### src/rtl/simon_dec.sv
// simon_dec -- Simon 32/64 block-decryption engine.
//
// Takes a 32-bit ciphertext over a valid/ready handshake and applies the
// inverse Simon round iteratively. Round keys are consumed in descending
// order, from key[ROUNDS-1] down to key[0]. The plaintext is returned over
// a second valid/ready handshake. Only one block is in flight at a time.
//
// Build option: define SIMON_DEC_ROUND2_EN to evaluate two inverse rounds
// per RUN cycle. This halves the latency, and the results are bit-identical.
//
// Parameters:
//   ROUNDS     number of decryption rounds (even, 2..32)
// Ports:
//   clk        clock, rising edge
//   rst        asynchronous active-low reset
//   key        [31:0][15:0] round-key array; must be stable while key_valid is high
//   key_valid  key array usable (gates acceptance only)
//   ct         ciphertext {x, y}
//   ct_valid   ciphertext offered
//   ct_ready   block idle and able to accept
//   pt         plaintext {x, y}, held until the next result
//   pt_valid   plaintext available
//   pt_ready   downstream accepts the plaintext
module simon_dec #(
  parameter int unsigned ROUNDS = 32
) (
  input  logic             clk,
  input  logic             rst,
  input  logic [31:0][15:0] key,
  input  logic             key_valid,
  input  logic [31:0]      ct,
  input  logic             ct_valid,
  output logic             ct_ready,
  output logic [31:0]      pt,
  output logic             pt_valid,
  input  logic             pt_ready
);

  typedef enum logic [1:0] {
    S_IDLE,
    S_RUN,
    S_DONE
  } state_t;

  localparam logic [4:0] LP_RND_FIRST = 5'(ROUNDS - 1);
`ifdef SIMON_DEC_ROUND2_EN
  localparam logic [4:0] LP_RND_STEP  = 5'd2;
`else
  localparam logic [4:0] LP_RND_STEP  = 5'd1;
`endif

  state_t      r_state;
  logic [15:0] r_x;
  logic [15:0] r_y;
  logic [4:0]  r_rnd;
  logic [31:0] r_pt;
  logic        r_pt_valid;

  logic [15:0] w_x1;
  logic [15:0] w_y1;
  logic [15:0] w_xn;
  logic [15:0] w_yn;
  logic        w_last;

  // f(v) = (rotl1(v) & rotl8(v)) ^ rotl2(v)
  function automatic logic [15:0] f_simon(input logic [15:0] v);
    return ({v[14:0], v[15]} & {v[7:0], v[15:8]}) ^ {v[13:0], v[15:14]};
  endfunction

  always_comb begin
    w_x1 = r_y;
    w_y1 = r_x ^ f_simon(r_y) ^ key[r_rnd];
`ifdef SIMON_DEC_ROUND2_EN
    // Second round chained on the first. Because rnd starts odd and steps
    // by 2, the pair ending at key[0] is the one entered with rnd == 1.
    w_xn   = w_y1;
    w_yn   = w_x1 ^ f_simon(w_y1) ^ key[r_rnd - 5'd1];
    w_last = (r_rnd == 5'd1);
`else
    w_xn   = w_x1;
    w_yn   = w_y1;
    w_last = (r_rnd == 5'd0);
`endif
  end

  assign ct_ready = (r_state == S_IDLE) && key_valid && rst;
  assign pt       = r_pt;
  assign pt_valid = r_pt_valid;

  always_ff @(posedge clk or negedge rst) begin
    if (!rst) begin
      r_state    <= S_IDLE;
      r_x        <= '0;
      r_y        <= '0;
      r_rnd      <= '0;
      r_pt       <= '0;
      r_pt_valid <= 1'b0;
    end else begin
      case (r_state)
        S_IDLE: begin
          if (ct_valid && ct_ready) begin
            r_x     <= ct[31:16];
            r_y     <= ct[15:0];
            r_rnd   <= LP_RND_FIRST;
            r_state <= S_RUN;
          end
        end
        S_RUN: begin
          r_x <= w_xn;
          r_y <= w_yn;
          if (w_last) begin
            r_pt       <= {w_xn, w_yn};
            r_pt_valid <= 1'b1;
            r_state    <= S_DONE;
          end else begin
            r_rnd <= r_rnd - LP_RND_STEP;
          end
        end
        S_DONE: begin
          if (pt_ready) begin
            r_pt_valid <= 1'b0;
            r_state    <= S_IDLE;
          end
        end
        default: begin
          r_pt_valid <= 1'b0;
          r_state    <= S_IDLE;
        end
      endcase
    end
  end

endmodule

### config.mk
export PLATFORM = sky130hd
export DESIGN_NAME = simon_dec
export DESIGN_NICKNAME = d
export VERILOG_FILES = /design/src/rtl/simon_dec.sv
export SDC_FILE = /design/constraint.sdc
export NUM_CORES = 1
export LEC_CHECK = 0
export ABC_AREA = 1
export ABC_CLOCK_PERIOD_IN_PS = 2000
export BUFFER_PORTS_ARGS = -buffer_cell sky130_fd_sc_hd__clkbuf_2
export CORE_AREA = 2 2 226 228
export CTS_CLUSTER_SIZE = 16
export DETAILED_ROUTE_END_ITERATION = 8
export DIE_AREA = 0 0 228 230
export PLACE_DENSITY = 0.53
export SKIP_CTS_REPAIR_TIMING = 1
export SYNTH_ARGS = -nofsm -noshare
export SYNTH_HDL_FRONTEND = slang
export SYNTH_SLANG_ARGS = --single-unit
### constraint.sdc
create_clock -name clk -period 2 [get_ports clk]
set_input_delay 0.1 -clock clk [delete_from_list [all_inputs] [get_ports clk]]
set_output_delay 0.1 -clock clk [all_outputs]
set_load 0.05 [all_outputs]
# After elaboration in Yosys (flattened, before gate mapping)

Index checks and enable logic that the tools add are counted.

Output and inout port bits: 34
Register bits after elaboration: 72
Word-level logic and storage cells: 46

Mux-type cells: 16
Equal/unequal tests: 6
$add $sub $neg: 1
$lt $le $gt $ge: 1
Reductions and logical operators: 11
Bitwise operators: 5

Operators by type and width:

| cell                | count |
|---|---|
| $bmux 16 s5         | 1 |
| $pmux 16 s2         | 2 |
| $mux 16             | 3 |
| $xor 16x16->16      | 3 |
| $and 16x16->16      | 1 |
| $mux 5              | 2 |
| $pmux 5 s2          | 1 |
| $reduce_and 3->1    | 3 |
| $lt 5x6->1 const B  | 1 |
| $mux 2              | 3 |
| $ne 2x2->1 const B  | 3 |
| $pmux 2 s3          | 1 |
| $logic_not 5->1     | 1 |
| $sub 5x1->5 const B | 1 |
| $reduce_and 2->1    | 2 |
| $logic_and 1x1->1   | 3 |
| $pmux 1 s3          | 1 |
| $eq 2x1->1 const B  | 1 |
| $eq 2x2->1 const B  | 1 |
| $logic_not 2->1     | 1 |
| $mux 1              | 2 |
| $ne 2x1->1 const B  | 1 |
| $reduce_bool 2->1   | 1 |
| $not 1->1           | 1 |

# Depth between registers and ports, before layout

Depth after elaboration: 6
Gate-level depth with buffers: 16

# Worst setup path after synthesis

OpenSTA, ideal clock, no wires.

Path type: register to register
From: register r_state[0]
To: register r_x[3]
Required time: 1.896 ns
Period minus slack after synthesis: 2.577 ns
Setup slack: -0.577 ns
Arrival: 2.473 ns
Cell stages (with the launch flop): 7
Cell sequence: dfrtp_1 nor3_1 nand2_1 nand2_2 inv_1 clkbuf_1 a221oi_1

Cells in the longest elaborated chain, start to end: 6

RTL lines:

| what                           | RTL line | text |
|---|---|---|
| start, declared                | 52       | `state_t r_state;` |
| start signal, assigned         | 92       | `r_state <= S_IDLE;` |
| start signal, assigned         | 105      | `r_state <= S_RUN;` |
| start signal, assigned         | 114      | `r_state <= S_DONE;` |
| $logic_not 2->1                | 86       | `assign ct_ready = (r_state == S_IDLE) && key_valid && rst;` |
| $logic_and 1x1->1 (2 in a row) | 86       |  |
| via ct_ready                   | 33       | `output logic ct_ready,` |
| $logic_and 1x1->1              | 101      | `if (ct_valid && ct_ready) begin` |
| $ne 2x1->1 (no line)           | -        |  |
| $reduce_and 2->1 (no line)     | -        |  |
| end signal, assigned           | 102      | `r_x <= ct[31:16];` |
| end signal, assigned           | 109      | `r_x <= w_xn;` |
| end, declared                  | 53       | `logic [15:0] r_x;` |

The timed path passes the listed nets, and every way through them passes these cells.
A chain may end at the register's enable or synchronous reset.

# Worst setup path in the final report

From: register r_rnd[0]
To: register r_y[3]

Cells in the longest elaborated chain, start to end: 4

RTL lines:

| what                          | RTL line | text |
|---|---|---|
| start, declared               | 55       | `logic [4:0] r_rnd;` |
| start signal, assigned        | 116      | `r_rnd <= r_rnd - LP_RND_STEP;` |
| $bmux 16 s5                   | 72       | `w_y1 = r_x ^ f_simon(r_y) ^ key[r_rnd];` |
| $mux 16 (not written as such) | 72       |  |
| $xor 16x16->16                | 72       |  |
| $pmux 16 s2                   | 99       | `case (r_state)` |
| end signal, assigned          | 103      | `r_y <= ct[15:0];` |
| end signal, assigned          | 110      | `r_y <= w_yn;` |
| end, declared                 | 54       | `logic [15:0] r_y;` |

Every way passes these cells. The select of a mux whose other input is x is not followed.

==> flow_summary.json <==
{
  "layout_min_cycle_time_ns": 2.09,
  "fin_crit_share": 1.04,
  "fillerInstances": 5811,
  "numPortBuffers": 582,
  "stdcell_count": 3071,
  "drc_markers": 0,
  "worst_pin_slew_ns": 0.512,
  "power.switching_fraction": 0.563,
  "die_width_um": 228,
  "hold_path_class": "in2reg",
  "routed_wl_um": 57100,
  "clock-skew-final_ns": 0.00768,
  "violations": "setup timing",
  "final_design_area_no_fill_mm2": 0.0149,
  "die_area_mm2": 0.0524,
  "timing.critical_path.from": "r_rnd[0]",
  "drt.antenna.violating_nets": 0,
  "switching_power_mw": 14.5,
  "clockPowerShare": 0.065,
  "synth.distinct_cells": 28,
  "row_count": 82,
  "globalRouteTotalUtil": 0.200,
  "routed_via_density": 4.42,
  "final_util": 0.299,
  "synthesis.area_per_instance_um2": 5.20,
  "finalWeightedCongestion": 0.929,
  "grt_first_pass_wirelength_um": 80300,
  "required_ns": 2.24,
  "cts_num_sinks": 72,
  "path_clk_slew_ns": 0.06,
  "cp-start-kind": "flip-flop",
  "synth.yosys.seq_area_share": 0.195,
  "grt_pass1_vias": 13340,
  "ir_worst_vdd_mv": 0.545,
  "cts_max_level": 3,
  "syn-cell-area_mm2": 0.00925,
  "drv.max_cap_violation_count": 0,
  "dpl-instance-area_mm2": 0.0136,
  "mappedNetlistNets": 2327,
  "nets": 2942,
  "syn-instance-count": 1777,
  "timing_max_transition_violations_final": 0,
  "timing.critical_path.arrival_ns": 2.33,
  "placeableCoreArea_mm2": 0.0499,
  "initial_antenna_violation_count": 2,
  "total_of_warnings_raised_by_yosys": 0,
  "hold_start": "ct[23]",
  "critical_path_peak_fanout": 7,
  "syn2layout_area_growth_pct": 61.4,
  "total_overflow_reported_by_the_global_router": 0,
  "criticalPathCategory": "reg2reg",
  "run_status": "complete, but fails checks",
  "r2r_cells": 14,
  "report.final.hold_viol_count": 0,
  "post-layout-total-power_mw": 25.7,
  "layout_commonest_cell": "sky130_fd_sc_hd__nand2_1",
  "internal_power_mw": 11.2,
  "power-per-cell-area_mw_per_mm2": 1720,
  "seq_power_share": 0.112,
  "numCtsBuffers": 9,
  "reg2reg_from": "r_rnd[0]",
  "floorplan.die.height_um": 230,
  "finalSetupViolCount": 12,
  "rsz0062_at_grt": "yes",
  "initial_utilization": 0.185,
  "worstHoldPathCells": 3,
  "cts_root_buf": "sky130_fd_sc_hd__clkbuf_16",
  "dpl.hpwl_um": 44800,
  "achievable-frequency_mhz": 479,
  "via_count": 13568,
  "grt_start_max_net_pins": 73,
  "cellLeakagePower_nw": 8.59,
  "max-slew-margin-rel": 0.658,
  "layout-drive-gt1-share": 0.361,
  "tritoncts": "built",
  "worst_hold_slack_ns": 0.0712,
  "ys_seq_elements": 72,
  "layout_common_cells": "788 x sky130_fd_sc_hd__nand2_1, 581 x sky130_fd_sc_hd__clkbuf_2, 339 x sky130_fd_sc_hd__nand3_1",
  "wl_per_cell_um": 18.6,
  "share_comb_of_total_power": 0.824,
  "clk_latency_ns": 0.35,
  "final.setup.worst_slack_ns": -0.0871,
  "drtIter0Drc": 827,
  "clock_path_buffers": 2,
  "first_pass_iters": 6,
  "pin_count": 583,
  "post-place-cells": 3024,
  "setup.worst_path.end_class": "flip-flop"
}
==> cells in the mapped netlist <==
library cell               number  area [µm²]
sky130_fd_sc_hd__a211oi_1      14         105
sky130_fd_sc_hd__a21boi_0       1        7.51
sky130_fd_sc_hd__a21oi_1       11        55.1
sky130_fd_sc_hd__a221oi_1       2        17.5
sky130_fd_sc_hd__and2_1         4        25.0
sky130_fd_sc_hd__buf_1         12        45.0
sky130_fd_sc_hd__buf_2         59         295
sky130_fd_sc_hd__buf_4         20         150
sky130_fd_sc_hd__buf_6          6        67.6
sky130_fd_sc_hd__clkbuf_1      28         105
sky130_fd_sc_hd__clkinv_1       1        3.75
sky130_fd_sc_hd__dfrtp_1       72        1800
sky130_fd_sc_hd__ha_1           1        12.5
sky130_fd_sc_hd__inv_1        142         533
sky130_fd_sc_hd__inv_2          2        7.51
sky130_fd_sc_hd__inv_4          2        12.5
sky130_fd_sc_hd__nand2_1      838        3150
sky130_fd_sc_hd__nand2_2        1        6.26
sky130_fd_sc_hd__nand3_1      387        1940
sky130_fd_sc_hd__nand3b_1       8        60.1
sky130_fd_sc_hd__nor2_1        81         304
sky130_fd_sc_hd__nor3_1        18        90.1
sky130_fd_sc_hd__nor4_1         1        6.26
sky130_fd_sc_hd__o21ai_0       26         130
sky130_fd_sc_hd__o21ai_1        7        35.0
sky130_fd_sc_hd__or2_2          1        6.26
sky130_fd_sc_hd__xnor2_1        4        35.0
sky130_fd_sc_hd__xor2_1        28         245
==> registers in the layout, indices dropped and copies added, names as in the netlist <==
register	cells
pt	32
pt_valid	1
r_rnd	5
r_state	2
r_x	16
r_y	16
==> final timing paths <==
| check | slack [ns] | end |
|---|---|---|
| worst min register to register | 0.48 | pt[29] |
| worst min-delay path | 0.07 | r_x[7] |
| min in group asynchronous | 0.38 | pt[27] |
| max in group asynchronous | 1.20 | r_rnd[1] |
| worst max register to register | -0.09 | r_y[3] |
| worst max-delay path | -0.09 | r_y[3] |
==> critical path: stages, from the launching register on <==
cell and delay [ns]:
sky130_fd_sc_hd__dfrtp_4 0.55, sky130_fd_sc_hd__buf_6 0.17, sky130_fd_sc_hd__buf_6 0.13, sky130_fd_sc_hd__clkbuf_16 0.16, sky130_fd_sc_hd__nand2_1 0.06, sky130_fd_sc_hd__nand3_1 0.10, sky130_fd_sc_hd__nand3_1 0.09, sky130_fd_sc_hd__nand2_1 0.07
sky130_fd_sc_hd__nand2_1 0.06, sky130_fd_sc_hd__nand3b_1 0.11, sky130_fd_sc_hd__buf_6 0.16, sky130_fd_sc_hd__nand3_1 0.09, sky130_fd_sc_hd__nand3_1 0.11, sky130_fd_sc_hd__nand2_1 0.08, sky130_fd_sc_hd__nand2_1 0.05
==> power by group through the flow <==
| stage | Sequential (mW) | Combinational [mW] | Clock [mW] |
|---|---|---|---|
| final | 2.87 | 21.2 | 1.67 |
| after global routing | 2.97 | 23.5 | 1.77 |
| after CTS | 2.87 | 19.0 | 1.72 |
| after detailed placement | 2.89 | 19.0 | 0 |
| after global placement | 2.89 | 19.0 | 0 |
| after floorplan | 3.52 | 10.6 | 0 |
==> per-layer routing <==
metal	part of all wire	vias to the layer above	global-route usage
li1	-	6812	-
met1	0.44	6212	0.254
met2	0.48	487	0.356
met3	0.063	57	0.0352
met4	0.017	0	0.0357
met5	0	-	0
==> metrics by stage <==
stage	setup TNS (ns)	worst slack, ns
global route	-4.60	-0.241
global placement	-1.81	-0.161
floorplan	0	0.0369
detailed placement	-2.21	-0.179
finish	-0.397	-0.0871
CTS	-3.07	-0.190
==> kinds of logic after synthesis <==
group           Yosys count  share of synthesized area
xor+xnor                 32                     0.0303
flops                    72                      0.195
fa+ha+maj                 1                    0.00135
compound gates           61                     0.0379
simple gates           1339                      0.604
buf+inv                 272                      0.132
==> final cells by class <==
class,instances,area (µm²),area share
antenna,2,5.00,0.000335
clock buffer,10,229,0.0153
clock inverter,6,68.8,0.00461
inverter,147,573,0.0384
multi-input combinational,1433,6690,0.449
sequential,72,1810,0.121
tap,672,841,0.0563
timing repair buffer,728,4690,0.314
timing repair inverter,1,16.3,0.00109
Power figures use the tool's default switching activity.
